## src/rtl/if_id_ctrl.sv

```systemverilog
// ----------------------------------------------------------------------------
// if_id_ctrl
//
// IF/ID boundary controller placed directly after the program-counter stage.
// It registers the fetched instruction and its PC into the IF/ID pipeline
// register, recognises control-transfer opcodes and steers the PC stage so
// that a branch or jump resolves after a fixed shadow of RESOLVE_CYCLES
// cycles, during which bubbles are fed into IF/ID. A downstream data-hazard
// stall freezes fetch while the pipeline is running or waiting to redirect.
//
// Parameters
//   RESOLVE_CYCLES : cycles from control-op capture to redirect (1..15)
//
// Ports
//   clk         in   1  rising-edge clock
//   rst         in   1  asynchronous active-high reset
//   pc_in       in  32  word address presented by the PC stage
//   imem_rdata  in  32  instruction at pc_in (combinational read)
//   ex_stall    in   1  downstream data-hazard stall request
//   ir_out      out 32  IF/ID instruction register (0 for a bubble)
//   pc_id       out 32  PC of the instruction in ir_out
//   valid_out   out  1  ir_out holds a real instruction
//   jon10       out  2  PC hold: bit0 data stall, bit1 control shadow
//   jon2        out  1  one-cycle redirect strobe to the PC stage
//   op_w        out  6  opcode of the pending/last control op
//   instr_count out 32  count of valid instructions captured (wraps)
// ----------------------------------------------------------------------------
module if_id_ctrl #(
  parameter int RESOLVE_CYCLES = 2
) (
  input  logic        clk,
  input  logic        rst,
  input  logic [31:0] pc_in,
  input  logic [31:0] imem_rdata,
  input  logic        ex_stall,
  output logic [31:0] ir_out,
  output logic [31:0] pc_id,
  output logic        valid_out,
  output logic [1:0]  jon10,
  output logic        jon2,
  output logic [5:0]  op_w,
  output logic [31:0] instr_count
);

  typedef enum logic [1:0] {
    ST_RUN     = 2'd0,
    ST_WAIT    = 2'd1,
    ST_RESOLVE = 2'd2
  } state_t;

  // Shadow counter start value; the capture cycle itself counts as the
  // first shadow cycle, so WAIT covers the remaining RESOLVE_CYCLES-1.
  localparam logic [3:0] CNT_INIT = 4'(RESOLVE_CYCLES - 1);

  function automatic logic is_ctrl_op(input logic [5:0] op);
    case (op)
      6'd32, 6'd33, 6'd34, 6'd35,
      6'd40, 6'd41, 6'd42:         is_ctrl_op = 1'b1;
      default:                     is_ctrl_op = 1'b0;
    endcase
  endfunction

  state_t      state_q, state_d;
  logic [3:0]  cnt_q, cnt_d;
  logic [31:0] ir_q, ir_d;
  logic [31:0] pc_id_q, pc_id_d;
  logic        valid_q, valid_d;
  logic [5:0]  op_w_q, op_w_d;
  logic [31:0] instr_count_q, instr_count_d;
  logic [1:0]  jon10_c;
  logic        jon2_c;

  logic [5:0]  fetch_op;
  logic        fetch_ctrl;

  assign fetch_op   = imem_rdata[31:26];
  assign fetch_ctrl = is_ctrl_op(fetch_op);

  // Next-state and PC-stage control
  always_comb begin
    state_d       = state_q;
    cnt_d         = cnt_q;
    ir_d          = ir_q;
    pc_id_d       = pc_id_q;
    valid_d       = valid_q;
    op_w_d        = op_w_q;
    instr_count_d = instr_count_q;
    jon10_c       = 2'b00;
    jon2_c        = 1'b0;

    case (state_q)
      ST_RUN: begin
        if (ex_stall) begin
          // IF/ID and the counter simply hold while the PC is frozen.
          jon10_c = 2'b01;
        end else begin
          ir_d          = imem_rdata;
          pc_id_d       = pc_in;
          valid_d       = 1'b1;
          instr_count_d = instr_count_q + 32'd1;
          if (fetch_ctrl) begin
            // Hold the PC immediately so the word after the control op
            // is never fetched.
            jon10_c = 2'b10;
            op_w_d  = fetch_op;
            if (RESOLVE_CYCLES == 1) begin
              state_d = ST_RESOLVE;
            end else begin
              state_d = ST_WAIT;
              cnt_d   = CNT_INIT;
            end
          end
        end
      end

      ST_WAIT: begin
        // The shadow runs on regardless of ex_stall; the stall is only
        // reflected on the hold bus.
        jon10_c = {1'b1, ex_stall};
        ir_d    = 32'd0;
        valid_d = 1'b0;
        if (cnt_q == 4'd1) begin
          state_d = ST_RESOLVE;
        end else begin
          cnt_d = cnt_q - 4'd1;
        end
      end

      ST_RESOLVE: begin
        ir_d    = 32'd0;
        valid_d = 1'b0;
        if (ex_stall) begin
          // Defer the redirect until the downstream stall clears.
          jon10_c = 2'b01;
        end else begin
          jon2_c  = 1'b1;
          state_d = ST_RUN;
        end
      end

      default: begin
        state_d = ST_RUN;
      end
    endcase
  end

  // PC-stage strobes are quiet for the whole time reset is asserted.
  assign jon10 = rst ? 2'b00 : jon10_c;
  assign jon2  = rst ? 1'b0  : jon2_c;

  // State and IF/ID register
  always_ff @(posedge clk or posedge rst) begin
    if (rst) begin
      state_q       <= ST_RUN;
      cnt_q         <= 4'd0;
      ir_q          <= 32'd0;
      pc_id_q       <= 32'd0;
      valid_q       <= 1'b0;
      op_w_q        <= 6'd0;
      instr_count_q <= 32'd0;
    end else begin
      state_q       <= state_d;
      cnt_q         <= cnt_d;
      ir_q          <= ir_d;
      pc_id_q       <= pc_id_d;
      valid_q       <= valid_d;
      op_w_q        <= op_w_d;
      instr_count_q <= instr_count_d;
    end
  end

  assign ir_out      = ir_q;
  assign pc_id       = pc_id_q;
  assign valid_out   = valid_q;
  assign op_w        = op_w_q;
  assign instr_count = instr_count_q;

endmodule

```

## config.mk

```make
export PLATFORM = sky130hd
export DESIGN_NAME = if_id_ctrl
export DESIGN_NICKNAME = d
export VERILOG_FILES = /design/src/rtl/if_id_ctrl.sv
export SDC_FILE = /design/constraint.sdc
export NUM_CORES = 1
export LEC_CHECK = 0
export CORE_MARGIN = 2
export CORE_UTILIZATION = 48
export CTS_CLUSTER_DIAMETER = 80
export CTS_CLUSTER_SIZE = 20
export DETAILED_ROUTE_END_ITERATION = 6
export PLACE_DENSITY = 0.85
export SLEW_MARGIN = 30
export SYNTH_ARGS = -nofsm -noshare
export SYNTH_HDL_FRONTEND = slang
export SYNTH_SLANG_ARGS = --single-unit
```

## constraint.sdc

```tcl
create_clock -name clk -period 5.2 [get_ports clk]
set_input_delay 1.04 -clock clk [delete_from_list [all_inputs] [get_ports clk]]
set_output_delay 1.04 -clock clk [all_outputs]
set_load 0.02 [all_outputs]
```

Word-level counts from Yosys, hierarchy flattened
Cells that the tools add are included.
{"block": "totals", "out_inout_bits": 106, "inputBits": 67, "ff_bits": 109}
{"block": "op_classes", "add_sub_neg": 2, "n_reduce_logical": 10, "mux": 22, "bitwise_logic": 1, "eq_ne": 15}
{"cell": "$pmux 32 s2", "n": 1}
{"cell": "$eq 6x6->1 const B", "n": 7}
{"cell": "$add 32x1->32 const B", "n": 1}
{"cell": "$mux 32", "n": 1}
{"cell": "$mux 2", "n": 7}
{"cell": "$mux 4", "n": 3}
{"cell": "$pmux 2 s3", "n": 2}
{"cell": "$ne 2x2->1 const B", "n": 5}
{"cell": "$pmux 4 s2", "n": 1}
{"cell": "$reduce_and 4->1", "n": 2}
{"cell": "$reduce_or 7->1", "n": 1}
{"cell": "$mux 1", "n": 6}
{"cell": "$eq 4x1->1 const B", "n": 1}
{"cell": "$reduce_and 2->1", "n": 2}
{"cell": "$reduce_bool 2->1", "n": 2}
{"cell": "$sub 4x1->4 const B", "n": 1}
{"cell": "$reduce_and 3->1", "n": 1}
{"cell": "$eq 2x1->1 const B", "n": 1}
{"cell": "$eq 2x2->1 const B", "n": 1}
{"cell": "$logic_not 2->1", "n": 1}
{"cell": "$pmux 1 s2", "n": 1}
{"cell": "$reduce_or 2->1", "n": 1}
{"cell": "$not 1->1", "n": 1}

Logic depth before layout (Yosys ltp)
Gate-level depths: netlist of run 1.
{"block": "depth", "depth_word": 7, "mapped_depth": 7}

Worst setup path before layout of run 1
No wires, ideal clock.
{"block": "synth_timing", "kind": "input to output", "startpoint": "input port ex_stall", "endpoint": "output port jon10[1]", "cell_stages": 5, "required_ns": 4.160, "path_buffers": 1, "path_slack_ns": 2.049, "arrival_ns": 2.111, "cell_sequence": "nor2b_1 buf_2 nand4_1 mux2_2 nor2_1"}
{"block": "synth_via", "elab_chain_cells": 3}
{"item": "start: declaration", "line": "35", "rtl": "input logic ex_stall,"}
{"item": "$mux 2", "line": "93", "rtl": "if (ex_stall) begin"}
{"item": "$pmux 2 s3", "line": "91", "rtl": "case (state_q)"}
{"item": "$mux 2", "line": "148", "rtl": "assign jon10 = rst ? 2'b00 : jon10_c;"}
{"item": "end: declaration", "line": "39", "rtl": "output logic [1:0] jon10,"}
No other way between the ends.

Worst setup path after layout of run 1
Same ends and word-level chain as after synthesis.

==> results of run 1 <==
-- synth_stat cells (2+ instances only) --
| cell | number |
|---|---|
| ha_1 | 8 |
| nor4b_1 | 2 |
| xor2_1 | 5 |
| nand4_2 | 2 |
| mux2_2 | 39 |
| a21oi_1 | 3 |
| and2_1 | 5 |
| and3_1 | 6 |
| nor3b_1 | 2 |
| dfrtp_1 | 109 |
| inv_1 | 8 |
| nand2_1 | 41 |
| a21o_1 | 2 |
| nand4_1 | 16 |
| nand2b_1 | 35 |
| clkbuf_1 | 12 |
| and4_1 | 3 |
| buf_2 | 4 |
| nor4_4 | 2 |
| nand3_1 | 14 |
| nor2b_1 | 2 |
| xnor2_1 | 26 |
| o21ai_0 | 34 |
| a31oi_1 | 4 |
| nor2_1 | 7 |
| nor3_1 | 2 |
-- sequential cells by signal (all words and copies together), names as in the netlist --
register / count
pc_id: 32
cnt_q: 4
ir_out: 32
valid_out: 1
state_q: 2
op_w: 6
instr_count: 32
-- metrics by stage --
step / worst slack, ps / total power, mW
5_1_grt: 762 / 3.97
3_3_place_gp: 950 / 3.15
6_report: 871 / 3.73
4_1_cts: 836 / 3.76
2_1_floorplan: 1290 / 2.38
3_5_place_dp: 880 / 3.21
-- cells by family (layout without fill, tap and decap cells) --
logic type / after synthesis / count (layout)
simple gates: 145 / 145
flops: 109 / 109
compound gates: 47 / 47
mux: 39 / 39
xor+xnor: 31 / 31
buf+inv: 24 / 200
fa+ha+maj: 8 / 8
-- worst max-delay path by stage --
| stage | start | to | cells after the start |
|---|---|---|---|
| after floorplan | rst | cnt_q[0]$_DFFE_PP0P_ | 1 |
| after detailed placement | ex_stall | jon10[1] | 6 |
| after CTS | ex_stall | jon10[1] | 6 |
| final | ex_stall | jon10[1] | 6 |
| after global placement | ex_stall | jon10[1] | 6 |
| after global routing | ex_stall | jon10[1] | 6 |
-- power breakdown --
part / internal [mW] / switching, mW / leakage [nW] / total (mW)
combinational: 0.914 / 0.933 / 1.45 / 1.85
clock: 0.246 / 0.306 / 0.110 / 0.552
sequential: 1.15 / 0.185 / 1.37 / 1.33
total: 2.31 / 1.42 / 2.93 / 3.73
-- layer usage --
layer,track usage [%],vias up,wire length (um)
met3,8.13,7,1030
met2,34.1,141,5450
met5,0,-,0
li1,-,1735,-
met1,27.9,1808,4790
met4,5.36,0,106
-- area by class of cell --
class,instances,area share (%)
clock buffers,10,2.02
clock inverters,6,1.16
inverters,8,0.477
multi-input cells,270,28.3
flip-flops and latches,109,40.0
well taps,133,2.44
repair buffers,176,25.7
-- cells in the final DEF (no fill, tap or decap), types with 10 or more instances in the layout --
cell type,n
nand2b_1,35
o21ai_0,34
nand2_1,41
nand4_1,16
xnor2_1,26
clkbuf_8,10
dfrtp_1,109
mux2_2,39
nand3_1,14
clkdlybuf4s50_1,172
==> impl_metrics.env, run 1 <==
export IMPL_grt_usage_pct=21.4
export IMPL_rows=36
export IMPL_drt_iter0_drc=111
export IMPL_synth_top_area_cell="dfrtp_1"
export IMPL_cp_required_ps=4160
export IMPL_synth_compound_area_share_pct=5.54
export IMPL_wl_per_cell_um=16.0
export IMPL_worstPathCellList="clkdlybuf4s50_1 > nor2b_4 > nand4_1 > mux2_2 > nor2_1 > clkdlybuf4s50_1"
export IMPL_fp_dieH_um=103
export IMPL_worst_ep_arrival_time_ps=3290
export IMPL_grt_overflow=0
export IMPL_reg2reg_to="instr_count[18]$_DFFE_PP0P_"
export IMPL_regArea_sq_um=2730
export IMPL_synth_adder_area_share_pct=2.11
export IMPL_hpwl_um=8380
export IMPL_tns_ps=0
export IMPL_synth_top_cell_area_share_pct=57.5
export IMPL_post_route_drc_count=0
export IMPL_start_util_pct=49.0
export IMPL_peakVddDrop_v=0.000315
export IMPL_worstHoldStart="op_w[5]$_DFFE_PP0P_"
export IMPL_cts_resized=0
export IMPL_grt_pass1_wl_um=17700
export IMPL_nFillCells=680
export IMPL_r2r_slack_ps=2840
export IMPL_postSynthNetCount=478
export IMPL_cts_max_level=3
export IMPL_period_share_pct=83.2
export IMPL_synth_edf_count=0
export IMPL_io_pins=173
export IMPL_r2r_cells=6
export IMPL_r2r_start="state_q[0]$_DFFE_PP0P_"
export IMPL_clkTransAtPathRegs_ps=100
export IMPL_portBuffers=172
export IMPL_crit_type="in -> out"
export IMPL_multiInputGateArea_sq_um=1930
export IMPL_fin_nets=649
export IMPL_postCtsSetupBuffers=0
export IMPL_critPathLaunchType="primary input"
export IMPL_crit_slowest_cell="clkdlybuf4s50_1"
export IMPL_place_congestion=0.824
export IMPL_crit_family="buffers and inverters"
export IMPL_n_antenna_cell=0
export IMPL_synth_simple_area_share_pct=17.9
export IMPL_fin_crit_ps=4330
export IMPL_routed_wl_um=11400
export IMPL_coreArea_sq_um=9680
export IMPL_cp_max_fo=8
export IMPL_clk_latency_ps=370
export IMPL_cts_tree="built"
export IMPL_ys_seq_area_share_pct=57.5
export IMPL_final_cell_area_sq_um=6820
export IMPL_grt_pass1_vias=3606
export IMPL_hold_path_class="reg -> reg"
export IMPL_clock_path_buffers=2
export IMPL_relSlewSlack_pct=48.3
export IMPL_synth_ff_type="dfrtp_1"
export IMPL_root_buffer="clkbuf_8"
export IMPL_synth_top_family_by_area="simple AND/OR/NAND/NOR gates"
export IMPL_vias=3691
export IMPL_syn_area_per_cell_sq_um=11.8
export IMPL_synth_area_mux_share_pct=9.26
export IMPL_skew_ps=12.5
export IMPL_async_reset_ff_share_pct=100
export IMPL_rsz0062_at_grt="false"
export IMPL_cp_end_kind="output port"
export IMPL_ys_warn_count=0
export IMPL_synthCells=403
export IMPL_synth_seq_cells=109
export IMPL_max_clock_freq_ghz=0.231
export IMPL_synth_area_leaders="dfrtp_1, mux2_2, xnor2_1"
export IMPL_placed_cells=696
export IMPL_layout_drive_gt1_share_pct=11.7
export IMPL_worst_slew_pin_slew_ps=775
export IMPL_p_leak_nw=2.93
export IMPL_antenna_found_initial=0
export IMPL_dieArea_sq_um=10700
export IMPL_final_cells=712
export IMPL_cp_num_buf_inv=2
export IMPL_ant_nets=0
export IMPL_hold_ws_ps=486
export IMPL_status="finished clean"
export IMPL_cts_buffers=9
export IMPL_holdPathStages=1
export IMPL_crit_top_cell="clkdlybuf4s50_1"
export IMPL_drv_cap=0
export IMPL_hold_violations=0
export IMPL_max_stage_delay_ps=620
export IMPL_place_area_sq_um=6610
export IMPL_clkSinkCount=109
export IMPL_synth_xor_area_share_pct=5.72
export IMPL_die_w_um=103
export IMPL_slew_violations=0
export IMPL_firstDrtPassIters=5
export IMPL_final_core_util_pct=70.5
export IMPL_area_growth_pct=43.8
export IMPL_routed_via_density=5.18
export IMPL_p_per_area_nw_per_um2=547
export IMPL_holdPathEnd="op_w[5]$_DFFE_PP0P_"
export IMPL_grt_max_degree=67
export IMPL_final_setup_viol_count=0
export IMPL_ctsHoldBuffers=0
export IMPL_ys_types=36
export IMPL_syn_cell_area_sq_um=4740
(Power assumes the default switching activity.)
==> inputs of run 2 (changes only) <==
Settings changed: CORE_UTILIZATION 48 to 45, PLACE_DENSITY 0.85 to 0.81.
Clock period 5.2 ns to 4.4 ns, I/O delays scaled along.
==> run 2 against run 1 <==
Power rose by 18%; combinational power is 18% higher; final area barely moved; die area up 6.4%; clock skew decreased by 1.4 ps; routed wire length rose by 0.80%; core utilization shrank 4.1 points; count of clock-buffer cells in the layout unchanged; via count decreased by 0.11%; worst setup slack worse by 260 ps; worst hold slack got worse by 4.4 ps; register-to-register slack got worse by 830 ps; largest power group unchanged; highest routed layer unchanged.
==> impl_metrics.env, run 2 (same netlist as run 1, synthesis figures left out) <==
export IMPL_status="finished clean"
export IMPL_grt_overflow=0
export IMPL_slew_violations=0
export IMPL_clkTransAtPathRegs_ps=110
export IMPL_p_per_area_nw_per_um2=643
export IMPL_drv_cap=0
export IMPL_fin_nets=650
export IMPL_dieArea_sq_um=11400
export IMPL_rows=37
export IMPL_grt_max_degree=68
export IMPL_vias=3687
export IMPL_final_cells=716
export IMPL_ctsHoldBuffers=0
export IMPL_period_share_pct=86.2
export IMPL_clock_path_buffers=2
export IMPL_cts_tree="built"
export IMPL_hold_violations=0
export IMPL_grt_usage_pct=21.0
export IMPL_ant_nets=0
export IMPL_cp_max_fo=15
export IMPL_cts_buffers=9
export IMPL_clkSinkCount=109
export IMPL_rsz0062_at_grt="false"
export IMPL_drt_iter0_drc=171
export IMPL_hold_ws_ps=481
export IMPL_routed_wl_um=11500
export IMPL_n_antenna_cell=0
export IMPL_power_mw=4.39
export IMPL_crit_type="reg -> out"
export IMPL_io_pins=173
export IMPL_cp_required_ps=3520
export IMPL_nFillCells=820
export IMPL_placed_cells=700
export IMPL_worst_ep_arrival_time_ps=2910
export IMPL_peakVddDrop_v=0.000386
export IMPL_mostFrequentLayoutCells="clkdlybuf4s50_1, dfrtp_1, nand2_1, mux2_2, nand2b_1"
export IMPL_final_setup_viol_count=0
export IMPL_final_common_cell="clkdlybuf4s50_1"
export IMPL_r2r_cells=6
export IMPL_tns_ps=0
export IMPL_coreArea_sq_um=10300
export IMPL_hpwl_um=8520
export IMPL_worst_slew_pin_slew_ps=807
export IMPL_place_congestion=0.817
export IMPL_fp_dieH_um=107
export IMPL_fin_crit_ps=3790
export IMPL_skew_ps=11.1
export IMPL_cts_resized=0
export IMPL_cts_max_level=3
export IMPL_portBuffers=172
export IMPL_wl_per_cell_um=16.0
export IMPL_area_growth_pct=43.8
export IMPL_relSlewSlack_pct=46.2
export IMPL_antenna_found_initial=0
export IMPL_start_util_pct=46.2
export IMPL_grt_pass1_wl_um=18700
export IMPL_p_leak_nw=2.93
export IMPL_max_clock_freq_ghz=0.264
export IMPL_holdPathStages=1
export IMPL_routed_via_density=5.15
export IMPL_hold_path_class="reg -> reg"
export IMPL_post_route_drc_count=0
export IMPL_critPathLaunchType="register"
export IMPL_grt_pass1_vias=3745
export IMPL_root_buffer="clkbuf_8"
export IMPL_layout_drive_gt1_share_pct=11.7
export IMPL_clk_latency_ps=370
export IMPL_postCtsSetupBuffers=0
export IMPL_cp_end_kind="output port"
export IMPL_final_core_util_pct=66.4
export IMPL_firstDrtPassIters=5
export IMPL_die_w_um=107
==> run 2: power by group <==
group,switching (mW),total [mW],internal [mW],leakage [nW]
Sequential,0.218,1.57,1.36,1.37
Combinational,1.10,2.18,1.08,1.46
Clock,0.354,0.631,0.276,0.104
==> run 2: per-stage QoR <==
stage,setup WS (ps),area [sq um]
6_report,606,6820
5_1_grt,443,6820
4_1_cts,594,6820
3_5_place_dp,639,6620
3_3_place_gp,657,6620
2_1_floorplan,646,4740
==> run 2: area by class of cell <==
cell class	count	area [sq um]	share of cell area [%]
Tap cell	136	170	2.49
Multi-Input combinational cell	270	1930	28.3
Clock buffer	10	128	1.87
Sequential cell	109	2730	40.0
Timing Repair Buffer	177	1760	25.8
Inverter	8	32.5	0.477
Clock inverter	6	76.3	1.12
==> run 2: final timing paths <==
| path | start | endpoint | slack, ps |
|---|---|---|---|
| worst max-delay path | state_q[0]$_DFFE_PP0P_ | jon10[1] | 610 |
| worst min-delay path | instr_count[31]$_DFFE_PP0P_ | instr_count[31]$_DFFE_PP0P_ | 480 |
| worst max register to register | state_q[0]$_DFFE_PP0P_ | instr_count[7]$_DFFE_PP0P_ | 2010 |
| worst min register to register | instr_count[31]$_DFFE_PP0P_ | instr_count[31]$_DFFE_PP0P_ | 480 |
| max in group asynchronous | rst | pc_id[18]$_DFFE_PP0P_ | 2430 |
| min in group asynchronous | rst | op_w[4]$_DFFE_PP0P_ | 1150 |
==> run 2: worst max-delay path, stage by stage, from the launching register on <==
cell and delay [ps]:
dfrtp_1 440, inv_1 150, ha_1 470, nor2b_4 240, nand4_1 100, buf_4 170
mux2_2 270, nor2_1 80, clkdlybuf4s50_1 610
==> run 2: per-layer routing <==
layer | routed length [um] | vias up | track usage, %
li1 | - | 1734 | -
met2 | 5480 | 148 | 33.7
met3 | 1190 | 18 | 7.78
met5 | 0 | - | 0
met4 | 228 | 0 | 8.07
met1 | 4570 | 1787 | 25.8
==> inputs of run 3 (changes only) <==
Settings changed: SLEW_MARGIN 30 to 20.
Clock period 4.4 ns to 4.2 ns, I/O delays scaled along.
==> run 3 against run 2 <==
Count of clock-buffer cells in the layout grew 1; sequential power grew 5%; clock power shrank 8.1%; worst setup slack lost 68 ps; clock skew shrank 2.5 ps; global-route usage shrank 0.079 points.
==> impl_metrics.env, run 3 (same netlist as run 1, synthesis figures left out) <==
export IMPL_antenna_found_initial=0
export IMPL_routed_via_density=5.08
export IMPL_cts_resized=0
export IMPL_routed_wl_um=11200
export IMPL_firstDrtPassIters=4
export IMPL_clk_latency_ps=360
export IMPL_crit_type="reg -> out"
export IMPL_cp_max_fo=15
export IMPL_post_route_drc_count=0
export IMPL_placed_cells=699
export IMPL_fin_crit_ps=3660
export IMPL_final_common_cell="clkdlybuf4s50_1"
export IMPL_cts_tree="built"
export IMPL_drt_iter0_drc=219
export IMPL_hpwl_um=8460
export IMPL_n_antenna_cell=0
export IMPL_io_pins=173
export IMPL_grt_usage_pct=20.9
export IMPL_vias=3631
export IMPL_wl_per_cell_um=15.7
export IMPL_rsz0062_at_grt="false"
export IMPL_relSlewSlack_pct=46.7
export IMPL_postCtsSetupBuffers=0
export IMPL_worst_ep_arrival_time_ps=2820
export IMPL_p_switching_mw=1.72
export IMPL_fp_dieH_um=107
export IMPL_pre_cts_ws_ps=604
export IMPL_root_buffer="clkbuf_8"
export IMPL_ant_nets=0
export IMPL_clock_path_buffers=2
export IMPL_die_w_um=107
export IMPL_clockPowerShare_pct=12.9
export IMPL_place_congestion=0.882
export IMPL_p_sw_share_pct=38.2
export IMPL_grt_max_degree=66
export IMPL_rows=37
export IMPL_pwr_share_comb_pct=50.5
export IMPL_cp_num_buf_inv=2
export IMPL_clkSinkCount=109
export IMPL_period_share_pct=87.2
export IMPL_hold_violations=0
export IMPL_grt_overflow=0
export IMPL_max_clock_freq_ghz=0.273
export IMPL_cp_required_ps=3360
export IMPL_slew_violations=0
export IMPL_grt_pass1_wl_um=18700
export IMPL_critPathLaunchType="register"
export IMPL_clkTransAtPathRegs_ps=100
export IMPL_final_setup_viol_count=0
export IMPL_mostFrequentLayoutCells="clkdlybuf4s50_1, dfrtp_1, nand2_1, mux2_2, nand2b_1"
export IMPL_regArea_sq_um=2730
export IMPL_start_util_pct=46.2
export IMPL_skew_ps=8.58
export IMPL_power_mw=4.51
export IMPL_p_int_mw=2.79
export IMPL_cts_buffers=9
export IMPL_portBuffers=172
export IMPL_status="finished clean"
export IMPL_p_leak_nw=2.92
export IMPL_fin_nets=649
export IMPL_peakVddDrop_v=0.000374
export IMPL_dieArea_sq_um=11400
export IMPL_crit_family="buffers and inverters"
export IMPL_seqPwrFrac_pct=36.7
export IMPL_coreArea_sq_um=10300
export IMPL_p_per_area_nw_per_um2=663
export IMPL_layout_drive_gt1_share_pct=11.6
export IMPL_cp_end_kind="output port"
export IMPL_worstPathCellList="inv_1 > ha_1 > nor2b_4 > nand4_1 > mux2_2 > nor2_1 > clkdlybuf4s50_1"
export IMPL_tns_ps=0
export IMPL_crit_slowest_cell="clkdlybuf4s50_1"
export IMPL_grt_pass1_vias=3775
export IMPL_area_growth_pct=43.3
export IMPL_multiInputGateArea_sq_um=1930
export IMPL_hold_path_class="reg -> reg"
export IMPL_ctsHoldBuffers=0
export IMPL_nFillCells=808
export IMPL_cts_max_level=3
export IMPL_drv_cap=0
export IMPL_final_cells=715
export IMPL_max_stage_delay_ps=620
export IMPL_worst_slew_pin_slew_ps=799
export IMPL_r2r_slack_ps=1750
export IMPL_setup_ws_ps=539
-- run 3: final cells by class --
| class | instances | share of cell area [%] |
|---|---|---|
| Clock inverter | 5 | 0.515 |
| Sequential cell | 109 | 40.1 |
| Multi-Input combinational cell | 270 | 28.4 |
| Clock buffer | 11 | 2.08 |
| Inverter | 8 | 0.478 |
| Tap cell | 136 | 2.50 |
| Timing Repair Buffer | 176 | 25.9 |
-- run 3: power by group through the flow --
stage / logic [mW] / registers [mW] / clock network, mW
2_1_floorplan: 0.869 / 2.08 / 0
3_3_place_gp: 2.26 / 1.65 / 0
3_5_place_dp: 2.30 / 1.67 / 0
4_1_cts: 2.31 / 1.66 / 0.601
5_1_grt: 2.47 / 1.71 / 0.646
6_report: 2.28 / 1.65 / 0.580
-- run 3: stage by stage --
step                hold WS (ps)  area [sq um]  util, %
CTS                          480          6800     66.2
floorplan                    467          4740        -
detailed placement           462          6620     64.4
finish                       478          6800     66.2
global placement             454          6620     64.4
global route                 507          6800     66.2
-- run 3: final timing paths --
kind                       depth (start not counted)                           to                   startpoint
max                                                7                     jon10[1]       state_q[0]$_DFFE_PP0P_
min                                                1  instr_count[31]$_DFFE_PP0P_  instr_count[31]$_DFFE_PP0P_
max reg2reg                                        5       ir_out[14]$_DFFE_PP0P_       state_q[0]$_DFFE_PP0P_
min reg2reg                                        1  instr_count[31]$_DFFE_PP0P_  instr_count[31]$_DFFE_PP0P_
max in group asynchronous                          3       ir_out[17]$_DFFE_PP0P_                          rst
min in group asynchronous                          2       ir_out[31]$_DFFE_PP0P_                          rst
-- run 3: routing by layer --
layer	vias to the layer above	share of wire [%]	wire length, um	GRT usage, %
li1	1725	-	-	-
met1	1743	40	4490	25.7
met2	149	48	5370	33.4
met3	14	10	1160	7.96
met4	0	1.7	187	8.07
met5	-	0	0	0
